### config.mk
export PLATFORM = sky130hd
export DESIGN_NAME = ram_arbiter
export DESIGN_NICKNAME = d
export VERILOG_FILES = /design/src/rtl/ram_arb_pkg.sv /design/src/rtl/ram_arbiter_rr_arb2.sv /design/src/rtl/ram_arbiter.sv
export SDC_FILE = /design/constraint.sdc
export NUM_CORES = 1
export LEC_CHECK = 0
export CAP_MARGIN = 20
export CORE_AREA = 2 2 117 119
export CTS_BUF_LIST = sky130_fd_sc_hd__clkbuf_16
export DETAILED_ROUTE_END_ITERATION = 12
export DIE_AREA = 0 0 119 121
export PLACE_DENSITY = 0.66
export SLEW_MARGIN = 10
export SYNTH_ARGS = -nofsm -noshare
export SYNTH_HDL_FRONTEND = slang
export SYNTH_SLANG_ARGS = --single-unit
export TNS_END_PERCENT = 30
### constraint.sdc
create_clock -name clk -period 3 [get_ports clk]
set_input_delay 0.6 -clock clk [delete_from_list [all_inputs] [get_ports clk]]
set_output_delay 0.6 -clock clk [all_outputs]
set_load 0.1 [all_outputs]
### src/rtl/ram_arb_pkg.sv
// Shared constants for the two-port data RAM arbiter: FSM states, port indices
// and default RAM geometry.
package ram_arb_pkg;

    localparam int ADDR_W_DEF = 6;
    localparam int DATA_W_DEF = 32;

    typedef enum logic [1:0] {
        IDLE   = 2'd0,
        ACCESS = 2'd1,
        ACK    = 2'd2
    } state_t;

    localparam logic PORT0 = 1'b0;
    localparam logic PORT1 = 1'b1;

endpackage

### src/rtl/ram_arbiter_rr_arb2.sv
// Combinational two-way round-robin pick; the priority pointer itself is kept
// by the caller.
module rr_arb2
    import ram_arb_pkg::*;
(
    input  logic req0,
    input  logic req1,
    input  logic prio,
    output logic gnt_valid,
    output logic gnt_idx
);

    // pick the requesting port, breaking a tie with the pointer
    always_comb begin
        gnt_valid = req0 | req1;
        if (req0 && req1) begin
            gnt_idx = prio;
        end else if (req1) begin
            gnt_idx = PORT1;
        end else begin
            gnt_idx = PORT0;
        end
    end

endmodule

### src/rtl/ram_arbiter.sv
// Two-requester front end for the single-port 64x32 data RAM: request/ack
// handshake, round-robin arbitration, registered RAM drive and read data.
module ram_arbiter
    import ram_arb_pkg::*;
#(
    parameter int ADDR_W = ADDR_W_DEF,
    parameter int DATA_W = DATA_W_DEF
) (
    input  logic              clk,
    input  logic              rst_n,
    input  logic              p0_req,
    input  logic              p0_we,
    input  logic [ADDR_W-1:0] p0_addr,
    input  logic [DATA_W-1:0] p0_wdata,
    output logic              p0_ack,
    output logic [DATA_W-1:0] p0_rdata,
    input  logic              p1_req,
    input  logic              p1_we,
    input  logic [ADDR_W-1:0] p1_addr,
    input  logic [DATA_W-1:0] p1_wdata,
    output logic              p1_ack,
    output logic [DATA_W-1:0] p1_rdata,
    output logic [ADDR_W-1:0] ram_a,
    output logic [DATA_W-1:0] ram_d,
    output logic              ram_we,
    input  logic [DATA_W-1:0] ram_spo,
    output logic              busy
);

    state_t              state_r, state_s;
    logic                prio_r, prio_s;
    logic                gnt_r, gnt_s;
    logic [ADDR_W-1:0]   ram_a_r, ram_a_s;
    logic [DATA_W-1:0]   ram_d_r, ram_d_s;
    logic                ram_we_r, ram_we_s;
    logic                p0_ack_r, p0_ack_s;
    logic                p1_ack_r, p1_ack_s;
    logic [DATA_W-1:0]   p0_rdata_r, p0_rdata_s;
    logic [DATA_W-1:0]   p1_rdata_r, p1_rdata_s;
    logic                busy_r, busy_s;
    logic                gnt_valid_s;
    logic                gnt_idx_s;

    rr_arb2 u_rr_arb2 (
        .req0      (p0_req),
        .req1      (p1_req),
        .prio      (prio_r),
        .gnt_valid (gnt_valid_s),
        .gnt_idx   (gnt_idx_s)
    );

    // next-state and next-register values for the access FSM
    always_comb begin
        state_s    = state_r;
        prio_s     = prio_r;
        gnt_s      = gnt_r;
        ram_a_s    = ram_a_r;
        ram_d_s    = ram_d_r;
        ram_we_s   = ram_we_r;
        p0_ack_s   = 1'b0;
        p1_ack_s   = 1'b0;
        p0_rdata_s = p0_rdata_r;
        p1_rdata_s = p1_rdata_r;
        case (state_r)
            IDLE: begin
                if (gnt_valid_s) begin
                    ram_a_s  = (gnt_idx_s == PORT1) ? p1_addr  : p0_addr;
                    ram_d_s  = (gnt_idx_s == PORT1) ? p1_wdata : p0_wdata;
                    ram_we_s = (gnt_idx_s == PORT1) ? p1_we    : p0_we;
                    gnt_s    = gnt_idx_s;
                    prio_s   = ~gnt_idx_s;
                    state_s  = ACCESS;
                end else begin
                    state_s  = IDLE;
                end
            end
            ACCESS: begin
                // ram_spo reflects the registered address here; a write commits at this edge
                if (!ram_we_r && (gnt_r == PORT1)) begin
                    p1_rdata_s = ram_spo;
                end else if (!ram_we_r) begin
                    p0_rdata_s = ram_spo;
                end else begin
                    p0_rdata_s = p0_rdata_r;
                end
                if (gnt_r == PORT1) begin
                    p1_ack_s = 1'b1;
                end else begin
                    p0_ack_s = 1'b1;
                end
                ram_we_s = 1'b0;
                state_s  = ACK;
            end
            ACK: begin
                state_s = IDLE;
            end
            default: begin
                ram_we_s = 1'b0;
                state_s  = IDLE;
            end
        endcase
        busy_s = (state_s != IDLE);
    end

    // state and output registers
    always_ff @(posedge clk or negedge rst_n) begin
        if (!rst_n) begin
            state_r    <= IDLE;
            prio_r     <= PORT0;
            gnt_r      <= PORT0;
            ram_a_r    <= {ADDR_W{1'b0}};
            ram_d_r    <= {DATA_W{1'b0}};
            ram_we_r   <= 1'b0;
            p0_ack_r   <= 1'b0;
            p1_ack_r   <= 1'b0;
            p0_rdata_r <= {DATA_W{1'b0}};
            p1_rdata_r <= {DATA_W{1'b0}};
            busy_r     <= 1'b0;
        end else begin
            state_r    <= state_s;
            prio_r     <= prio_s;
            gnt_r      <= gnt_s;
            ram_a_r    <= ram_a_s;
            ram_d_r    <= ram_d_s;
            ram_we_r   <= ram_we_s;
            p0_ack_r   <= p0_ack_s;
            p1_ack_r   <= p1_ack_s;
            p0_rdata_r <= p0_rdata_s;
            p1_rdata_r <= p1_rdata_s;
            busy_r     <= busy_s;
        end
    end

    assign ram_a    = ram_a_r;
    assign ram_d    = ram_d_r;
    assign ram_we   = ram_we_r;
    assign p0_ack   = p0_ack_r;
    assign p1_ack   = p1_ack_r;
    assign p0_rdata = p0_rdata_r;
    assign p1_rdata = p1_rdata_r;
    assign busy     = busy_r;

endmodule

* Yosys cells after proc, flatten, opt, wreduce, memory -nomap -nowiden *
Index checks and enable logic that the tools add are counted.

storage, ports and cells
  flip-flop bits (word level) = 110
  bits in latches = 0
  memory bits (writable) = 0
  bits in read-only memories = 0
  input bits = 114
  memories kept = 0

operators by class
  $add $sub $neg = 0
  $mul = 0
  divide/modulo/power cells = 0
  magnitude comparators = 0
  equality and inequality tests = 3
  shift-type cells = 0
  mux-type cells = 13
  bitwise gates (word level) = 5
  reductions and logical operators = 9

operators by type and width
  cell                  number
  $mux W32              1
  $mux W1               9
  $mux W6               1
  $reduce_and A2 Y1     3
  $not A1 Y1            4
  $pmux W2 S2           1
  $reduce_and A3 Y1     1
  $eq A2 B1 Y1 const B  1
  $eq A2 B2 Y1 const B  1
  $logic_and A1 B1 Y1   2
  $logic_not A2 Y1      1
  $ne A2 B2 Y1 const B  1
  $pmux W1 S2           1
  $reduce_bool A2 Y1    1
  $logic_not A1 Y1      1
  $or A1 B1 Y1          1

* Longest topological paths before layout *
Gate-level depths: netlist of run 1.

  depth in word-level cells = 5
  mapped depth = 5
  mapped depth without buffers = 3

* Modules after synthesis *
A second synthesis of run 1 with hierarchy kept.

second synthesis, totals
  cells, all modules = 326
  area total of the unflattened synthesis = 4450.5 µm²

modules (own cells, without submodules)
  module       times used  cells an instance  area an instance (µm²)  sequential area each (µm²)
  ram_arbiter  1           323                4433.0                  2752.6
  rr_arb2      1           3                  17.5                    0.0

* Worst setup path after synthesis of run 1 *
OpenSTA, ideal clock, no wires.

  path kind = register -> register
  start point = reg ram_we_r (netlist: ram_we)
  end point = reg p1_rdata_r[10] (netlist: p1_rdata[10])
  library setup time = 0.126 ns
  data arrival time = 1.789 ns
  slack = 1.085 ns
  cell stages (with the launch flop) = 6
  path buffers = 2
  path through = dfrtp_1 > inv_1 > and2_1 > buf_6 > buf_6 > mux2_4

between the ends
  cells in the longest elaborated chain, start to end = 3

ends and longest elaborated chain
  what                                RTL line            source
  start, declared                     ram_arbiter.sv:35   logic ram_we_r, ram_we_s;
  start signal, assigned              ram_arbiter.sv:125  ram_we_r <= ram_we_s;
  $logic_not A1 Y1                    n/a
  $logic_and A1 B1 Y1                 ram_arbiter.sv:79   if (!ram_we_r && (gnt_r == PORT1)) begin
  $reduce_and A2 Y1 (no source line)  n/a
  end signal, assigned                ram_arbiter.sv:117  p1_rdata_r <= {DATA_W{1'b0}};
  end signal, assigned                ram_arbiter.sv:129  p1_rdata_r <= p1_rdata_s;
  end, declared                       ram_arbiter.sv:39   logic [DATA_W-1:0] p1_rdata_r, p1_rdata_s;

No other way between the ends.
A chain may end at the register's enable or synchronous reset.

* Worst setup path after layout of run 1 *
  start point = in p0_req
  end point = reg ram_d_r[6] (netlist: ram_d[6])

between the ends
  cells in the longest elaborated chain, start to end = 3
  elaborated cells on any way between the ends = 5
  classes of those cells = mux (2); bitwise (1); reduce/logical (2)

ends and longest elaborated chain
  what                  RTL line                   source
  start, declared       ram_arbiter.sv:11          input logic p0_req,
  $logic_and A1 B1 Y1   ram_arbiter_rr_arb2.sv:16  if (req0 && req1) begin
  $mux W1               ram_arbiter_rr_arb2.sv:16
  $mux W32              ram_arbiter.sv:68          ram_d_s = (gnt_idx_s == PORT1) ? p1_wdata : p0_wdata;
  end signal, assigned  ram_arbiter.sv:112         ram_d_r <= {DATA_W{1'b0}};
  end signal, assigned  ram_arbiter.sv:124         ram_d_r <= ram_d_s;
  end, declared         ram_arbiter.sv:34          logic [DATA_W-1:0] ram_d_r, ram_d_s;

Parallel ways exist; a longest one is shown, timed or not.

==> impl_results.md, run 1 <==
- Routed Antenna Nets: 0
- Unrepaired setup endpoints after global routing: no
- Min Clock Period, post-route: roughly 2.1 ns
- Vias in the first global route: around 3700
- Count of final setup violators: 0
- Hold Fails Final Rpt: 0
- Root Driver: clkbuf_16
- Drt drc: 0
- Final slew viol count: 0
- Area Growth Syn to Fin: 52.5%
- Commonest cells after routing, fill and taps aside: buf_4 (116), clkdlybuf4s50_1 (112), dfrtp_1 (110), a221o_1 (38), a21boi_0 (37)
- # clock sinks: 110
- Setup bufs post-CTS: 0
- Synthesized net count: about 400
- Post-DP HPWL: ~9 mm
- 1st-iter DRT viols: roughly 200
- YS warnings: 0
- CP max stage delay: around 0.53 ns
- Sequential cell area fraction in the yosys report: around three fifths
- Initial antenna violation count: 0
- Total Wirelength: approximately 12 mm
- Detailed Routing Iterations Pass 1: 4
- Layout fillers: between 1000 and 1500
- Io pins: 220
- First-pass GRT wire length: between 15 and 20 mm
- Die H: 121 µm
- Clk_skew: 0.00897 ns
- Cts hold-fix bufs: 0
- Final RePlAce weighted congestion: around 0.74
- HP Class: primary input to asynchronous set/reset pin
- Synth cell types: 27
- Most common cell after layout, fill and taps aside: buf_4
- Status: finished, final reports clean
- CP Data Arrival Time: approximately 2.3 ns
- Setup Crit Path Kind: primary input to flip-flop
- Vias per cell: between 4 and 5
- TritonCTS Buffers: 9
- Layout cell share with drive strength beyond 1: a little under two fifths
- Syn avg cell area: 15.2 µm²
- Synth top area share: between 60% and 70%
- N_diodes: 0
- FF+latch count, synth: 110
- Crit start category: primary input
- Cell Chain, Critical Path: clkdlybuf4s50_1 > and2b_1 > and3b_1 > buf_4 > a221o_1
- Vias: 3398
- Total GRT Usage: 17.5%
- Avg WL per Cell: about 18 µm
- Reg clk slew, reported paths: approximately 0.080 ns
- Fin area: 6930 µm²
- Period Utilization, post-route: 69.4%
- Area of the multi-input gates: 1650 µm²
- CP Max Fanout: 32
- Largest net degree at the start of global routing: 55
- # resized after CTS: 0
- Initial Util: about a third
- Synth area leader: dfrtp_1
- Number of port buffers: 219
- Register area: between 2000 and 3000 µm²
- Die area: between 10000 and 15000 µm²
- Post-DP Area: ~6600 µm²
- F_max: 0.480 GHz
- Cells after Synth: a little under 300
- Nets: ~630
- Slew @ Worst Pin: roughly 0.71 ns
- Slew headroom: between 50% and 60%
- Synth top area cells: dfrtp_1 (61%), mux2_4 (9.9%), a221o_1 (8.4%), mux2_2 (7.9%), a21boi_0 (6.1%)
- CTS tree: built
- Core Region: between 10000 and 15000 µm²
- Max-cap violations: 0
- Required @ worst endpoint: 3.22 ns
- Slowest CP cell: clkdlybuf4s50_1
- Final TNS setup: 0 ns
- Crit path capture type: flip-flop
- H-tree levels: 3
- Die Wd: 119 µm
- Row Count: 42
- Worst skew pair latency: 0.34 ns
- Syn Std Cell Area: around 4500 µm²
- Overflow after GRT: 0
- Max clock buf depth: 2
through the flow:
step	setup slack, ns	hold WS, ns	util (%)	instances
after CTS	0.915	0.313	53.0	695
after detailed placement	0.553	0.482	50.6	679
after floorplan	1.08	0.304	-	298
after global placement	0.604	0.473	50.6	679
final	0.917	0.280	53.0	695
after global routing	0.800	0.335	53.0	695
worst max-delay path: cells and delay by family:
| family | cells | cell delay, ns |
|---|---|---|
| AO/OA/AOI/OAI | 1 | 0.39 |
| AND/OR/NAND/NOR | 2 | 0.48 |
| buffers and inverters | 2 | 0.82 |
cells by family (layout without fill, tap and decap cells):
group | after synthesis | after routing | synth area share, %
simple gates | 17 | 17 | 2.26
buf+inv | 26 | 247 | 3.33
mux | 64 | 64 | 18.3
flops | 110 | 110 | 60.6
compound gates | 81 | 81 | 15.5
cell type report:
cell class / count / area share, %
Clock buffer: 9 / 3.25
Sequential cell: 110 / 39.7
Inverter: 3 / 0.163
Timing Repair Buffer: 228 / 28.7
Tap cell: 176 / 3.18
Multi-Input combinational cell: 162 / 23.8
Clock inverter: 7 / 1.16
final timing paths:
check | depth (start not counted) | endpoint | from | slack, ns
max | 5 | ram_d[6]$_DFFE_PN0P_ | p0_req | 0.92
min | 1 | p0_rdata[1]$_DFFE_PN0P_ | rst_n | 0.28
max reg2reg | 4 | p1_rdata[7]$_DFFE_PN0P_ | state_r[1]$_DFF_PN0_ | 0.95
min reg2reg | 1 | p0_rdata[5]$_DFFE_PN0P_ | p0_rdata[5]$_DFFE_PN0P_ | 0.50
max in group asynchronous | 2 | p0_rdata[18]$_DFFE_PN0P_ | rst_n | 1.90
min in group clk | 1 | p0_rdata[5]$_DFFE_PN0P_ | p0_rdata[5]$_DFFE_PN0P_ | 0.50
state kept, by name, summed over array words and instances, names as in the netlist:
signal    cells
busy          1
gnt_r         1
p0_ack        1
p0_rdata     32
p1_ack        1
p1_rdata     32
prio_r        1
ram_a         6
ram_d        32
ram_we        1
state_r       2
metal layers:
| metal | global-route usage, % | share of wire (%) |
|---|---|---|
| met1 | 21.9 | 43 |
| met2 | 29.6 | 48 |
| met3 | 4.98 | 7.2 |
| met4 | 4.76 | 1.6 |
| met5 | 0 | 0 |
cell usage after synthesis (all sizes together):
library cell and n:
nand2 2, and3 1, or2 1, a21oi 1, and2 1, inv 3
a21o 2, clkbuf 11, or4b 1, a221oi 1, nor2 6, a221o 38
mux2 64, dfrtp 110, and2b 1, nor3 1, buf 12, a21boi 38
nand2b 1, and3b 2, o211a 1
Power of run 1 is left out: the tool's default activity adds up to more than one toggle a clock period on the data nets, which glitch-free logic cannot reach.
==> run 2, diff against run 1 <==
==> constraint.sdc (replaced) <==
create_clock -name clk -period 2.05 [get_ports clk]
set_input_delay 0.41 -clock clk [delete_from_list [all_inputs] [get_ports clk]]
set_output_delay 0.41 -clock clk [all_outputs]
set_load 0.1 [all_outputs]
==> impl_results.md, run 2 (synthesis results as in run 1) <==
- Avg WL per Cell: roughly 17 µm
- Row Count: 42
- Routed Antenna Nets: 0
- Hold Fails Final Rpt: 0
- Max clock buf depth: 2
- Initial antenna violation count: 0
- Die Wd: between 100 and 150 µm
- Die H: roughly 120 µm
- TritonCTS Buffers: 9
- Vias in the first global route: roughly 3500
- Initial Util: 34.7%
- Cts hold-fix bufs: 0
- Core Region: 13100 µm²
- # resized after CTS: 0
- Vias per cell: slightly below 5
- Reg clk slew, reported paths: 0.07 ns
- Total Wirelength: 11.7 mm
- Overflow after GRT: 0
- Final setup margin: around 0.43 ns
- Total GRT Usage: 16.4%
- Clk_skew: 0.00883 ns
- Area Growth Syn to Fin: 54.7%
- Slew headroom: between 60% and 70%
- First-pass GRT wire length: 18.7 mm
- Place WS: 0.105 ns
- Final slew viol count: 0
- Final RePlAce weighted congestion: roughly 0.74
- R2R setup slack: roughly 0.43 ns
- Commonest cells after routing, fill and taps aside: clkdlybuf4s50_1 (112), buf_4 (111), dfrtp_1 (110), a221o_1 (38), a21boi_0 (37)
- FF-to-FF path depth: 4
- Number of port buffers: approximately 220
- Vias: 3416
- CP Data Arrival Time: roughly 1.8 ns
- Crit start category: flip-flop
- CTS tree: built
- Unrepaired setup endpoints after global routing: no
- Setup bufs post-CTS: 0
- Required @ worst endpoint: ~2.3 ns
- Io pins: between 200 and 250
- Crit Reg-Reg Endpoint: p1_rdata[0]$_DFFE_PN0P_
- Largest net degree at the start of global routing: 41
- Root Driver: clkbuf_16
- Layout cell share with drive strength beyond 1: between 30% and 40%
- Fin area: between 7000 and 8000 µm²
- 1st-iter DRT viols: roughly 180
- Crit path capture type: flip-flop
- Max-cap violations: 0
- H-tree levels: 3
- HP Class: primary input to asynchronous set/reset pin
- Detailed Routing Iterations Pass 1: 4
- Most common cell after layout, fill and taps aside: clkdlybuf4s50_1
- CP Max Fanout: 21
- N_diodes: 0
- Worst r2r src: state_r[1]$_DFF_PN0_
- # clock sinks: 110
- Count of final setup violators: 0
- Post-DP Area: a little under 7000 µm²
- Worst skew pair latency: about 0.34 ns
- Nets: 630
- Final TNS setup: 0 ns
- Setup Crit Path Kind: flip-flop to flip-flop
- Drt drc: 0
- Status: finished, final reports clean
- Min Clock Period, post-route: about 1.6 ns
- Die area: 14400 µm²
- Period Utilization, post-route: around four fifths
- Post-DP HPWL: around 8.6 mm
- Slew @ Worst Pin: about 0.52 ns
- Final Util: roughly 54%
- F_max: slightly above 0.6 GHz
[run 2: worst max path at each step]
stage | start | to | slack (ns) | depth (start not counted)
after floorplan | ram_we$_DFFE_PN0P_ | p1_rdata[10]$_DFFE_PN0P_ | 0.13 | 5
after global placement | p0_req | ram_d[29]$_DFFE_PN0P_ | 0.14 | 5
after detailed placement | p0_req | ram_d[10]$_DFFE_PN0P_ | 0.11 | 5
after CTS | state_r[1]$_DFF_PN0_ | p1_rdata[31]$_DFFE_PN0P_ | 0.41 | 4
after global routing | state_r[1]$_DFF_PN0_ | p1_rdata[31]$_DFFE_PN0P_ | 0.34 | 4
final | state_r[1]$_DFF_PN0_ | p1_rdata[0]$_DFFE_PN0P_ | 0.43 | 4
[run 2: critical path, cell delays in order (launching register included)]
cell,delay [ns]
dfrtp_1,0.44
and3b_1,0.25
and2_2,0.24
buf_12,0.22
mux2_2,0.35
[run 2: final cells by class]
type,count,area (µm²)
Tap cell,176,220
Multi-Input combinational cell,162,1650
Sequential cell,110,2750
Timing Repair Buffer,230,2090
Clock buffer,9,225
Clock inverter,6,80.1
Fill cell,1084,6050
Inverter,3,11.3
[run 2: routing by layer]
metal | up-vias | routed length, µm | GRT usage (%)
li1 | 1553 | - | -
met1 | 1680 | 5100 | 21.5
met2 | 166 | 5660 | 27.1
met3 | 17 | 737 | 3.10
met4 | 0 | 245 | 6.18
met5 | - | 0 | 0
[run 2: metrics by stage]
stage / hold slack, ns / std cells
2_1_floorplan: 0.114 / 298
6_report: 0.0373 / 696
5_1_grt: 0.0712 / 696
4_1_cts: 0.0508 / 696
3_5_place_dp: 0.421 / 681
3_3_place_gp: 0.414 / 681
Power of run 2 is left out for the same reason.
==> run 3, diff against run 2 <==
==> constraint.sdc (replaced) <==
create_clock -name clk -period 1.5 [get_ports clk]
set_input_delay 0.3 -clock clk [delete_from_list [all_inputs] [get_ports clk]]
set_output_delay 0.3 -clock clk [all_outputs]
set_load 0.1 [all_outputs]
==> impl_results.md, run 3 (synthesis results as in run 1) <==
- Status: finished, final reports clean
- Reg clk slew, reported paths: about 0.070 ns
- Busiest grt layer: met2
- Row Count: between 40 and 50
- Most common cell after layout, fill and taps aside: buf_12
- Core Region: 13100 µm²
- Met3 Track Usage GR: around 6.0%
- Avg WL per Cell: roughly 20 µm
- Max clock buf depth: 2
- F_max: approximately 0.67 GHz
- Commonest cells after routing, fill and taps aside: buf_12 (114), clkdlybuf4s50_1 (112), dfrtp_1 (108), mux2_4 (40), a221o_1 (38)
- Final setup margin: 0.00563 ns
- Required @ worst endpoint: 1.72 ns
- Clk_skew: a little under 0.007 ns
- CTS tree: built
- Post-DP Area: 8150 µm²
- Io pins: 220
- Final slew viol count: 0
- Crit path capture type: flip-flop
- # clock sinks: between 100 and 150
- Unrepaired setup endpoints after global routing: yes
- GR Layer Usage met2: between 30% and 40%
- Crit start category: primary input
- Slew headroom: about two thirds
- TritonCTS Buffers: 9
- Overflow after GRT: 0
- CP Max Fanout: 39
- Total GRT Usage: a little under a fifth
- Die area: roughly 14000 µm²
- Met1 usage: 23.1%
- H-tree levels: 3
- Number of port buffers: 219
- Vias per cell: roughly 5
- Hold Fails Final Rpt: 0
- Layout cell share with drive strength beyond 1: 41.3%
- WHS: ~0.46 ns
- Drt drc: 0
- First-pass GRT wire length: 21.4 mm
- Total Wirelength: 14.0 mm
- Place WS: -0.342 ns
- Die H: around 120 µm
- Count of final setup violators: 0
- Die Wd: 119 µm
- Initial antenna violation count: 0
- Post-DP HPWL: between 9 and 10 mm
- Vias: 3560
- Min Clock Period, post-route: approximately 1.5 ns
- HP Class: primary input to asynchronous set/reset pin
- Largest net degree at the start of global routing: 40
- Setup Crit Path Kind: primary input to flip-flop
- 1st-iter DRT viols: between 150 and 200
- Worst skew pair latency: around 0.34 ns
- Max-cap violations: 0
- Nets: between 600 and 700
- Area Growth Syn to Fin: 89.5%
- CP Data Arrival Time: 1.72 ns
- Final RePlAce weighted congestion: 0.755
- Vias in the first global route: approximately 3900
- Routed Antenna Nets: 0
- Slew @ Worst Pin: 0.489 ns
- Period Utilization, post-route: around 100%
- Fin area: between 8000 and 9000 µm²
- Detailed Routing Iterations Pass 1: 4
- Initial Util: approximately a third
- N_diodes: 0
- Root Driver: clkbuf_16
## run 3: changes by cell type in the layout (fill, tap and decap cells not counted), moves of 3 or more
cell      delta
inv_1        -3
buf_12     +107
mux2_2       -8
mux2_4      +10
a21boi_1     +5
buf_4       -95
a21boi_0     -5
## run 3: worst paths after layout
| path | from | to | slack [ns] | cells past startpoint |
|---|---|---|---|---|
| setup / recovery | p0_req | ram_d[28]$_DFFE_PN0P_ | 0.006 | 5 |
| hold / removal | rst_n | ram_we$_DFFE_PN0P_ | 0.46 | 2 |
| setup reg to reg | prio_r$_DFFE_PN0P_ | ram_d[28]$_DFFE_PN0P_ | 0.006 | 4 |
| hold reg to reg | gnt_r$_DFFE_PN0P_ | p0_ack$_DFF_PN0_ | 0.54 | 1 |
| max in group asynchronous | rst_n | p0_rdata[14]$_DFFE_PN0P_ | 0.46 | 3 |
| min in group clk | gnt_r$_DFFE_PN0P_ | p0_ack$_DFF_PN0_ | 0.54 | 1 |
## run 3: routing by layer
layer  vias up  wire length, µm
met5         -                0
met4         0              201
met3        12             1130
met2       163             6930
met1      1792             5760
li1       1593                -
## run 3: cell type report
class	count	area [µm²]
Fill cell	922	4480
Sequential cell	110	2760
Inverter	3	11.3
Tap cell	176	220
Multi-Input combinational cell	162	1700
Clock buffer	9	225
Timing Repair Buffer	248	3630
Clock inverter	6	62.6
## run 3: critical path, cell delays in order
cell	delay (ns)
clkdlybuf4s50_1	0.48
and2b_1	0.16
and3b_1	0.21
buf_12	0.17
a221o_1	0.37
## run 3: timing repair
action | 4_1_cts | 5_1_grt
gates cloned | 1 | 2
resized for setup | 1 | 20
pin swaps | 1 | 4
hold endpoints to repair | 26 | 0
buffers inserted | 2 | 1
hold buffers | 1 | 0
setup endpoints to repair | 32 | 93
## run 3: stage by stage
stage	instances	TNS (ns)	util (%)
after floorplan	298	-1.07	-
after global placement	692	-11.81	62.3
after detailed placement	692	-14.22	62.3
after CTS	711	-0.196	64.9
after global routing	714	-0.964	65.8
final	714	0	65.8
Power of run 3 is left out for the same reason.
